[config.mk]
export PLATFORM = sky130hd
export DESIGN_NAME = mini_i_fetch
export DESIGN_NICKNAME = d
export VERILOG_FILES = /design/src/rtl/mini_i_fetch.sv
export SDC_FILE = /design/constraint.sdc
export NUM_CORES = 1
export LEC_CHECK = 0
export ABC_AREA = 1
export CAP_MARGIN = 25
export CORE_MARGIN = 3
export CORE_UTILIZATION = 35
export CTS_CLUSTER_DIAMETER = 60
export CTS_CLUSTER_SIZE = 30
export DETAILED_ROUTE_END_ITERATION = 12
export HOLD_SLACK_MARGIN = 0.12
export MAX_ROUTING_LAYER = met4
export PLACE_DENSITY = 0.63
export SYNTH_ARGS = -nofsm -noshare
export SYNTH_HDL_FRONTEND = slang
export SYNTH_SLANG_ARGS = --single-unit
[constraint.sdc]
create_clock -name clock -period 5.3 [get_ports clock]
set_input_delay 1.06 -clock clock [delete_from_list [all_inputs] [get_ports clock]]
set_output_delay 1.06 -clock clock [all_outputs]
set_load 0.01 [all_outputs]
[src/rtl/mini_i_fetch.sv]
// Instruction fetch stage: sequential PC fetch over a credit-limited request/response
// channel to the instruction cache, with a small {pc, instr} FIFO toward the decoder.
module mini_i_fetch #(
    parameter int data_width      = 32,
    parameter int addr_width      = 32,
    parameter int fifo_depth      = 4,
    parameter int max_outstanding = 2,
    parameter logic [addr_width-1:0] reset_pc = '0
) (
    input  logic                  clock,
    input  logic                  reset,
    output logic                  ir_addr_valid,
    input  logic                  ir_addr_ready,
    output logic [addr_width-1:0] ir_addr,
    input  logic                  ir_data_valid,
    output logic                  ir_data_ready,
    input  logic [data_width-1:0] ir_data,
    input  logic                  redirect_valid,
    input  logic [addr_width-1:0] redirect_pc,
    output logic                  out_valid,
    input  logic                  out_ready,
    output logic [data_width-1:0] out_instr,
    output logic [addr_width-1:0] out_pc
);

    localparam int ow = $clog2(max_outstanding + 1);
    localparam int cw = $clog2(fifo_depth + 1);
    localparam int fw = $clog2(fifo_depth);
    localparam int qw = (max_outstanding > 1) ? $clog2(max_outstanding) : 1;

    localparam logic [ow-1:0] max_out_c = ow'(max_outstanding);
    localparam logic [cw:0]   depth_c   = (cw + 1)'(fifo_depth);
    localparam logic [cw-1:0] full_c    = cw'(fifo_depth);
    localparam logic [qw-1:0] q_last_c  = qw'(max_outstanding - 1);

    logic [addr_width-1:0] pc_q, pc_d;
    logic [ow-1:0]         outstanding_q, outstanding_d;
    logic [ow-1:0]         drop_count_q, drop_count_d;
    logic [cw-1:0]         count_q, count_d;
    logic [fw-1:0]         rd_ptr_q, rd_ptr_d;
    logic [fw-1:0]         wr_ptr_q, wr_ptr_d;
    logic [qw-1:0]         rq_rd_q, rq_rd_d;
    logic [qw-1:0]         rq_wr_q, rq_wr_d;

    logic [addr_width-1:0] fifo_pc_q    [fifo_depth];
    logic [data_width-1:0] fifo_instr_q [fifo_depth];
    logic [addr_width-1:0] resp_pc_q    [max_outstanding];

    logic          req_fire;
    logic          resp_fire;
    logic          pop;
    logic          push;
    logic [cw:0]   credit_sum;

    function automatic logic [qw-1:0] q_next(input logic [qw-1:0] p);
        if (p == q_last_c) begin
            return '0;
        end
        return p + qw'(1);
    endfunction

    // Reserving a FIFO slot per in-flight request means responses never need to stall.
    assign credit_sum    = {1'b0, count_q} + (cw + 1)'(outstanding_q);
    assign ir_addr_valid = reset && !redirect_valid
                           && (outstanding_q < max_out_c) && (credit_sum < depth_c);
    assign ir_addr       = pc_q;
    assign ir_data_ready = reset;

    assign out_valid = (count_q != '0);
    assign out_instr = out_valid ? fifo_instr_q[rd_ptr_q] : '0;
    assign out_pc    = out_valid ? fifo_pc_q[rd_ptr_q] : '0;

    assign req_fire  = ir_addr_valid && ir_addr_ready;
    assign resp_fire = ir_data_valid && ir_data_ready;
    assign pop       = out_valid && out_ready && !redirect_valid;
    assign push      = resp_fire && (drop_count_q == '0) && !redirect_valid;

    always_comb begin
        pc_d          = pc_q;
        outstanding_d = outstanding_q + ow'(req_fire) - ow'(resp_fire);
        drop_count_d  = drop_count_q;
        count_d       = count_q;
        rd_ptr_d      = rd_ptr_q;
        wr_ptr_d      = wr_ptr_q;
        rq_rd_d       = rq_rd_q;
        rq_wr_d       = rq_wr_q;

        if (req_fire) begin
            rq_wr_d = q_next(rq_wr_q);
        end
        if (resp_fire) begin
            rq_rd_d = q_next(rq_rd_q);
        end

        if (redirect_valid) begin
            // Everything still in flight after this edge belongs to the old path.
            pc_d         = redirect_pc;
            drop_count_d = outstanding_q - ow'(resp_fire);
            count_d      = '0;
            rd_ptr_d     = '0;
            wr_ptr_d     = '0;
        end else begin
            if (req_fire) begin
                pc_d = pc_q + addr_width'(4);
            end
            if (resp_fire && (drop_count_q != '0)) begin
                drop_count_d = drop_count_q - ow'(1);
            end
            if (push) begin
                wr_ptr_d = wr_ptr_q + fw'(1);
            end
            if (pop) begin
                rd_ptr_d = rd_ptr_q + fw'(1);
            end
            count_d = count_q + cw'(push) - cw'(pop);
        end
    end

    always_ff @(posedge clock or negedge reset) begin
        if (!reset) begin
            pc_q          <= reset_pc;
            outstanding_q <= '0;
            drop_count_q  <= '0;
            count_q       <= '0;
            rd_ptr_q      <= '0;
            wr_ptr_q      <= '0;
            rq_rd_q       <= '0;
            rq_wr_q       <= '0;
        end else begin
            pc_q          <= pc_d;
            outstanding_q <= outstanding_d;
            drop_count_q  <= drop_count_d;
            count_q       <= count_d;
            rd_ptr_q      <= rd_ptr_d;
            wr_ptr_q      <= wr_ptr_d;
            rq_rd_q       <= rq_rd_d;
            rq_wr_q       <= rq_wr_d;
        end
    end

    // Storage only; validity is tracked by the pointers and counters above.
    always_ff @(posedge clock) begin
        if (push) begin
            fifo_pc_q[wr_ptr_q]    <= resp_pc_q[rq_rd_q];
            fifo_instr_q[wr_ptr_q] <= ir_data;
        end
        if (req_fire) begin
            resp_pc_q[rq_wr_q] <= pc_q;
        end
    end

    a_no_overflow: assert property (@(posedge clock) disable iff (!reset)
        !(push && !pop && (count_q == full_c)));
    a_no_over_issue: assert property (@(posedge clock) disable iff (!reset)
        !(req_fire && (outstanding_q == max_out_c)));
    a_no_spurious_resp: assert property (@(posedge clock) disable iff (!reset)
        !(resp_fire && (outstanding_q == '0)));

endmodule

### Word level (Yosys, flattened, before mapping)

Memory sizes are Yosys's and may differ from the RTL's.
Index checks and enable logic that the tools add are counted.

* flip-flop bits (word level): 45
* input port bits: 70
* memory bits (writable): 320
* memories: 3

* reductions and logical operators: 18
* $add $sub $neg: 12
* muxes and demuxes: 23
* magnitude comparators: 2

Memories
* fifo_instr_q: depth 4, width 32, rd ports 1, clocked after Yosys merged registers in 0, write ports 1, line 46 `logic [data_width-1:0] fifo_instr_q [fifo_depth];`
* fifo_pc_q: depth 4, width 32, rd ports 1, clocked after Yosys merged registers in 0, write ports 1, line 45 `logic [addr_width-1:0] fifo_pc_q [fifo_depth];`
* resp_pc_q: depth 2, width 32, rd ports 1, clocked after Yosys merged registers in 0, write ports 1, line 47 `logic [addr_width-1:0] resp_pc_q [max_outstanding];`

Operators by type and width (count)
* 32-bit two-way mux: 4
* 32-bit by 3-bit adder with 32-bit output (second input constant): 1
* 1-bit two-way mux: 12
* 2-bit two-way mux: 6
* 1-bit logical AND: 10
* 2-bit nonzero test: 5
* 2-bit by 1-bit adder with 2-bit output (second input constant): 2
* 3-bit by 2-bit adder with 4-bit output: 1
* 4-bit by 3-bit less-than comparator with 1-bit output (second input constant): 1
* 2-bit by 1-bit subtractor with 2-bit output: 2
* 3-bit by 1-bit adder with 3-bit output: 1
* 3-bit two-way mux: 1
* 3-bit nonzero test: 1
* 3-bit by 1-bit subtractor with 3-bit output: 1
* 1-bit adder (second input constant): 2
* 2-bit by 1-bit adder with 2-bit output: 1
* 2-bit zero test: 1
* 2-bit less-than comparator (second input constant): 1
* 2-bit by 1-bit subtractor with 2-bit output (second input constant): 1
* 1-bit zero test: 1

### Depth between registers and ports, before layout

* depth in word-level cells: 7
* depth in mapped cells: 13
* depth with buffers taken out: 13

### Worst setup path before layout

No wires, ideal clock.

* path type: input port to flip-flop
* start: input port ir_data_valid
* end: memory fifo_instr_q[0][0], enable pin
* stages on the path: 4
* data required time: 4.813 ns
* arrival: 4.124 ns
* library setup time: 0.487 ns
* slack: 0.689 ns
* path through: nand2_1 inv_1 nand3_1 nor2_1

* cells in the longest elaborated chain, start to end: 5

Ends and longest elaborated chain
* start: declaration: line 15 `input logic ir_data_valid,`
* 1-bit logical AND: line 74 `assign resp_fire = ir_data_valid && ir_data_ready;`
* net resp_fire: line 50 `logic resp_fire;`
* 1-bit logical AND (2 in a row): line 76 `assign push = resp_fire && (drop_count_q == '0) && !redirect_valid;`
* 1-bit two-way mux: line 143 `if (push) begin`
* 1-bit two-way mux (implied by the code): line 145 `fifo_instr_q[wr_ptr_q] <= ir_data;`
* end: declaration: line 46

The timed path passes the listed nets, and every way through them passes these cells.

### Final worst setup path

* start: register rd_ptr_q[0]
* end: output port out_instr[22]

* cells in the longest elaborated chain, start to end: 2

Ends and longest elaborated chain
* start: declaration: line 40 `logic [fw-1:0] rd_ptr_q, rd_ptr_d;`
* start signal: assignment: line 134 `rd_ptr_q <= rd_ptr_d;`
* memory 4 x 32 bit
* 32-bit two-way mux: line 70 `assign out_instr = out_valid ? fifo_instr_q[rd_ptr_q] : '0;`
* end: declaration: line 22 `output logic [data_width-1:0] out_instr,`

No other way between the ends.

==> results.py <==
metrics = {
    "power_and_ir_drop": {
        "p_sw_frac": 0.322,
        "cellInternalPower_uw": 5300,
        "power_frac_clock": 0.274,
        "sw_pwr_uw": 2520,
        "p_seq_frac": 0.456,
        "combinational_share_of_power": 0.270,
        "worst_ir_drop_vdd_v": 0.000208,
        "power.leakage_uw": 0.00681,
        "powerDensity_nw_per_um2": 419,
    },
    "route": {
        "drt_drc_violations_left": 0,
        "routed-via-count": 10347,
        "drt_first_pass_iters": 5,
        "detail_route.wl_per_cell_um": 16.5,
        "route.final.wire_length_um": 35900,
        "detail_route.iter0.violations": 822,
        "antenna_violating_nets_post_route": 0,
        "post_drt_via_cell_ratio": 4.76,
    },
    "floorplanning": {
        "coreArea_um2": 43300,
        "initial_core_util": 0.356,
        "std_cell_rows": 76,
        "boundaryPins": 169,
        "design.die.area_um2": 46500,
        "die_w_um": 216,
        "die_h_um": 216,
    },
    "sta": {
        "report.final.setup_viol": 0,
        "final_min_period_over_clock_period": 0.815,
        "fmax_mhz": 231,
        "transition_at_the_pin_with_the_smallest_max_transition_slack_ps": 1020,
        "worst_slew_margin_rel": 0.322,
        "max_transition_viols_final": 0,
        "finalHoldViolCount": 0,
        "totalNegativeSetupSlack_ps": 0,
        "final.min_clock_period_ps": 4320,
        "rsz0062_at_grt": "no",
        "finClkSkew_ps": 16.2,
    },
    "clock_network": {
        "postCtsSetupRepairBufs": 0,
        "post_cts.resized_instances": 0,
        "total_number_of_h_tree_levels": 1,
        "clk_latency_worst_skew_pair_ps": 560,
        "cts-hold-fix-buffers": 0,
        "number_of_cts_inserted_buffers": 26,
        "clock-root-buffer": "sky130_fd_sc_hd__clkbuf_16",
        "clk_transition_reported_paths_ps": 90,
        "clock-sinks": 365,
        "cts_tree": "done",
        "clock_tree.buffer_depth": 3,
    },
    "logic_synthesis": {
        "synthesis.area_per_instance_um2": 10.8,
        "synth_simple_gate_area_share": 0.175,
        "yosysMostFrequentCell": "sky130_fd_sc_hd__edfxtp_1",
        "synth_top_family_by_area": "simple AND/OR/NAND/NOR gates",
        "synth-xor-area-share": 0.00796,
        "synthArstFlopShare": 0.123,
        "synthesis.instances": 1420,
        "synth.ff_latch_count": 365,
        "synthTopCellsByArea": "sky130_fd_sc_hd__edfxtp_1 (62%), sky130_fd_sc_hd__nor2_1 (7.5%), sky130_fd_sc_hd__dfrtp_1 (7.3%)",
        "synth-seq-area-share": 0.697,
        "synthesis.area_um2": 15400,
        "synth_enable_flop_cells": 320,
        "netlist.area_leader.share": 0.624,
        "post_synth_fa_ha_maj_area_fraction": 0.0111,
        "yosysUniqueCellTypes": 30,
        "synth.yosys.warnings": 0,
        "synth_fp_nets": 1503,
        "muxShareOfSynthArea": 0,
        "ys_dominant_reg_cell": "sky130_fd_sc_hd__edfxtp_1",
        "fraction_of_the_mapped_netlist_area_in_compound_gates": 0.0707,
        "yosys.area.top_type": "sky130_fd_sc_hd__edfxtp_1",
        "synthTopCellsByCount": "sky130_fd_sc_hd__edfxtp_1 (320), sky130_fd_sc_hd__nor2_1 (307), sky130_fd_sc_hd__nand2_1 (287)",
    },
    "placed_design": {
        "dp_hpwl_um": 22300,
        "placed_area_um2": 17700,
        "routabilityCongestion": 0.861,
        "io_buffer_count": 168,
    },
    "final_layout": {
        "final_net_count": 1650,
        "antenna_cells_inserted": 0,
        "proportion_of_layout_cells_with_a_drive_suffix_above_1": 0.0611,
        "final_area_um2": 18700,
        "syn_to_final_growth_pct": 21.3,
        "postLayoutCoreUtil": 0.432,
    },
    "worst_setup_path": {
        "critPathLaunchType": "flip-flop",
        "worstPathMaxFanout": 72,
        "worst_setup_path_end_kind": "output port",
        "crit_arrival_ps": 3260,
        "timing.setup.critical_path_class": "flip-flop to output port",
        "worst-endpoint-required_ps": 4240,
    },
    "global_routing": {
        "initial_antenna_violation_count": 0,
        "grt_first_pass_wirelength_um": 55700,
        "grt_overflow_total": 0,
        "first_global_vias": 10009,
        "gr-usage-all-layers": 0.155,
        "grt_max_degree": 101,
    },
    "outcome": {
        "run_status": "finished, final reports clean",
    },
    "run": {
        "maxCapViolCount": 0,
    },
    "min_path": {
        "tightest_hold_check_type": "flip-flop to flip-flop",
    },
}
## kinds of logic (layout without fill, tap and decap cells)
logic type | Yosys count | after routing
buffers and inverters | 141 | 308
xor gates and xnor gates | 14 | 14
DFF | 365 | 365
AOI/OAI and AO/OA | 213 | 213
adders and majority gates | 13 | 13
and+or+nand+nor | 674 | 674
## layout make-up
class / count / area [um2]
clock inverter: 21 / 274
sequential: 365 / 10700
fill: 4009 / 24600
tap: 585 / 732
timing repair buffer: 186 / 1890
inverter: 74 / 279
multi-input combinational: 914 / 4120
clock buffer: 27 / 654
## critical path: stages, from the launching register on
cell                              delay [ps]
sky130_fd_sc_hd__dfrtp_4                 650
sky130_fd_sc_hd__clkinv_2                670
sky130_fd_sc_hd__buf_12                  450
sky130_fd_sc_hd__o21ai_0                 190
sky130_fd_sc_hd__a21oi_1                 130
sky130_fd_sc_hd__clkdlybuf4s50_1         550
## layer usage
layer  routed length (um)  up-vias  GRT usage
met1                16700     4953      0.216
met3                 1770       33     0.0190
met2                16900      281      0.248
li1                     -     5080          -
met4                  499        0     0.0297
met5                    0        -          -
## power groups by stage
stage | registers, uW | clock network (uW) | logic (uW)
after floorplan | 3570 | 0 | 1140
after global placement | 3620 | 0 | 2110
after detailed placement | 3630 | 0 | 2140
after CTS | 3570 | 2200 | 2150
after global routing | 3590 | 2310 | 2350
final | 3560 | 2150 | 2110
## flip-flops by register name (all words and copies together) (netlist names)
signal and cells:
fifo_instr_q 128, fifo_pc_q 128, resp_pc_q 64, ir_addr 32, count_q 3, drop_count_q 2
outstanding_q 2, rd_ptr_q 2, wr_ptr_q 2, rq_rd_q 1, rq_wr_q 1
## cells in the final DEF, fill, tap and decap left out, drive strengths merged
cell	Yosys	routed
a21oi	66	66
buf	41	18
bufinv	0	2
clkbuf	26	28
clkdlybuf4s50	0	167
clkinv	2	9
clkinvlp	0	1
dfrtp	45	45
edfxtp	320	320
fa	1	1
ha	12	12
inv	72	83
nand2	293	293
nand3	57	57
nand3b	1	1
nand4	1	1
nor2	316	316
nor3	4	4
o211ai	5	5
o21ai	138	138
o21bai	4	4
or2	2	2
xnor2	6	6
xor2	8	8
## per-stage QoR
stage / total power, uW / instances / setup slack [ps] / hold slack, ps
5_1_grt: 8250 / 2172 / 698 / 583
4_1_cts: 7910 / 2170 / 780 / 553
6_report: 7820 / 2172 / 979 / 541
3_5_place_dp: 5760 / 2122 / 1190 / 536
3_3_place_gp: 5730 / 2122 / 1240 / 529
2_1_floorplan: 4710 / 1420 / 689 / 501
## final timing paths
| check | from | to | cells past startpoint | slack (ps) |
|---|---|---|---|---|
| hold / removal | ir_addr[0] | resp_pc_q[0][0] | 0 | 540 |
| setup / recovery | rd_ptr_q[0] | out_instr[22] | 5 | 980 |
| max in group asynchronous | reset | rd_ptr_q[0] | 2 | 4160 |
| hold reg to reg | ir_addr[0] | resp_pc_q[0][0] | 0 | 540 |
| setup reg to reg | count_q[1] | count_q[2] | 14 | 2060 |
| min in group asynchronous | reset | rd_ptr_q[0] | 2 | 700 |
Power figures use the tool's default switching activity.
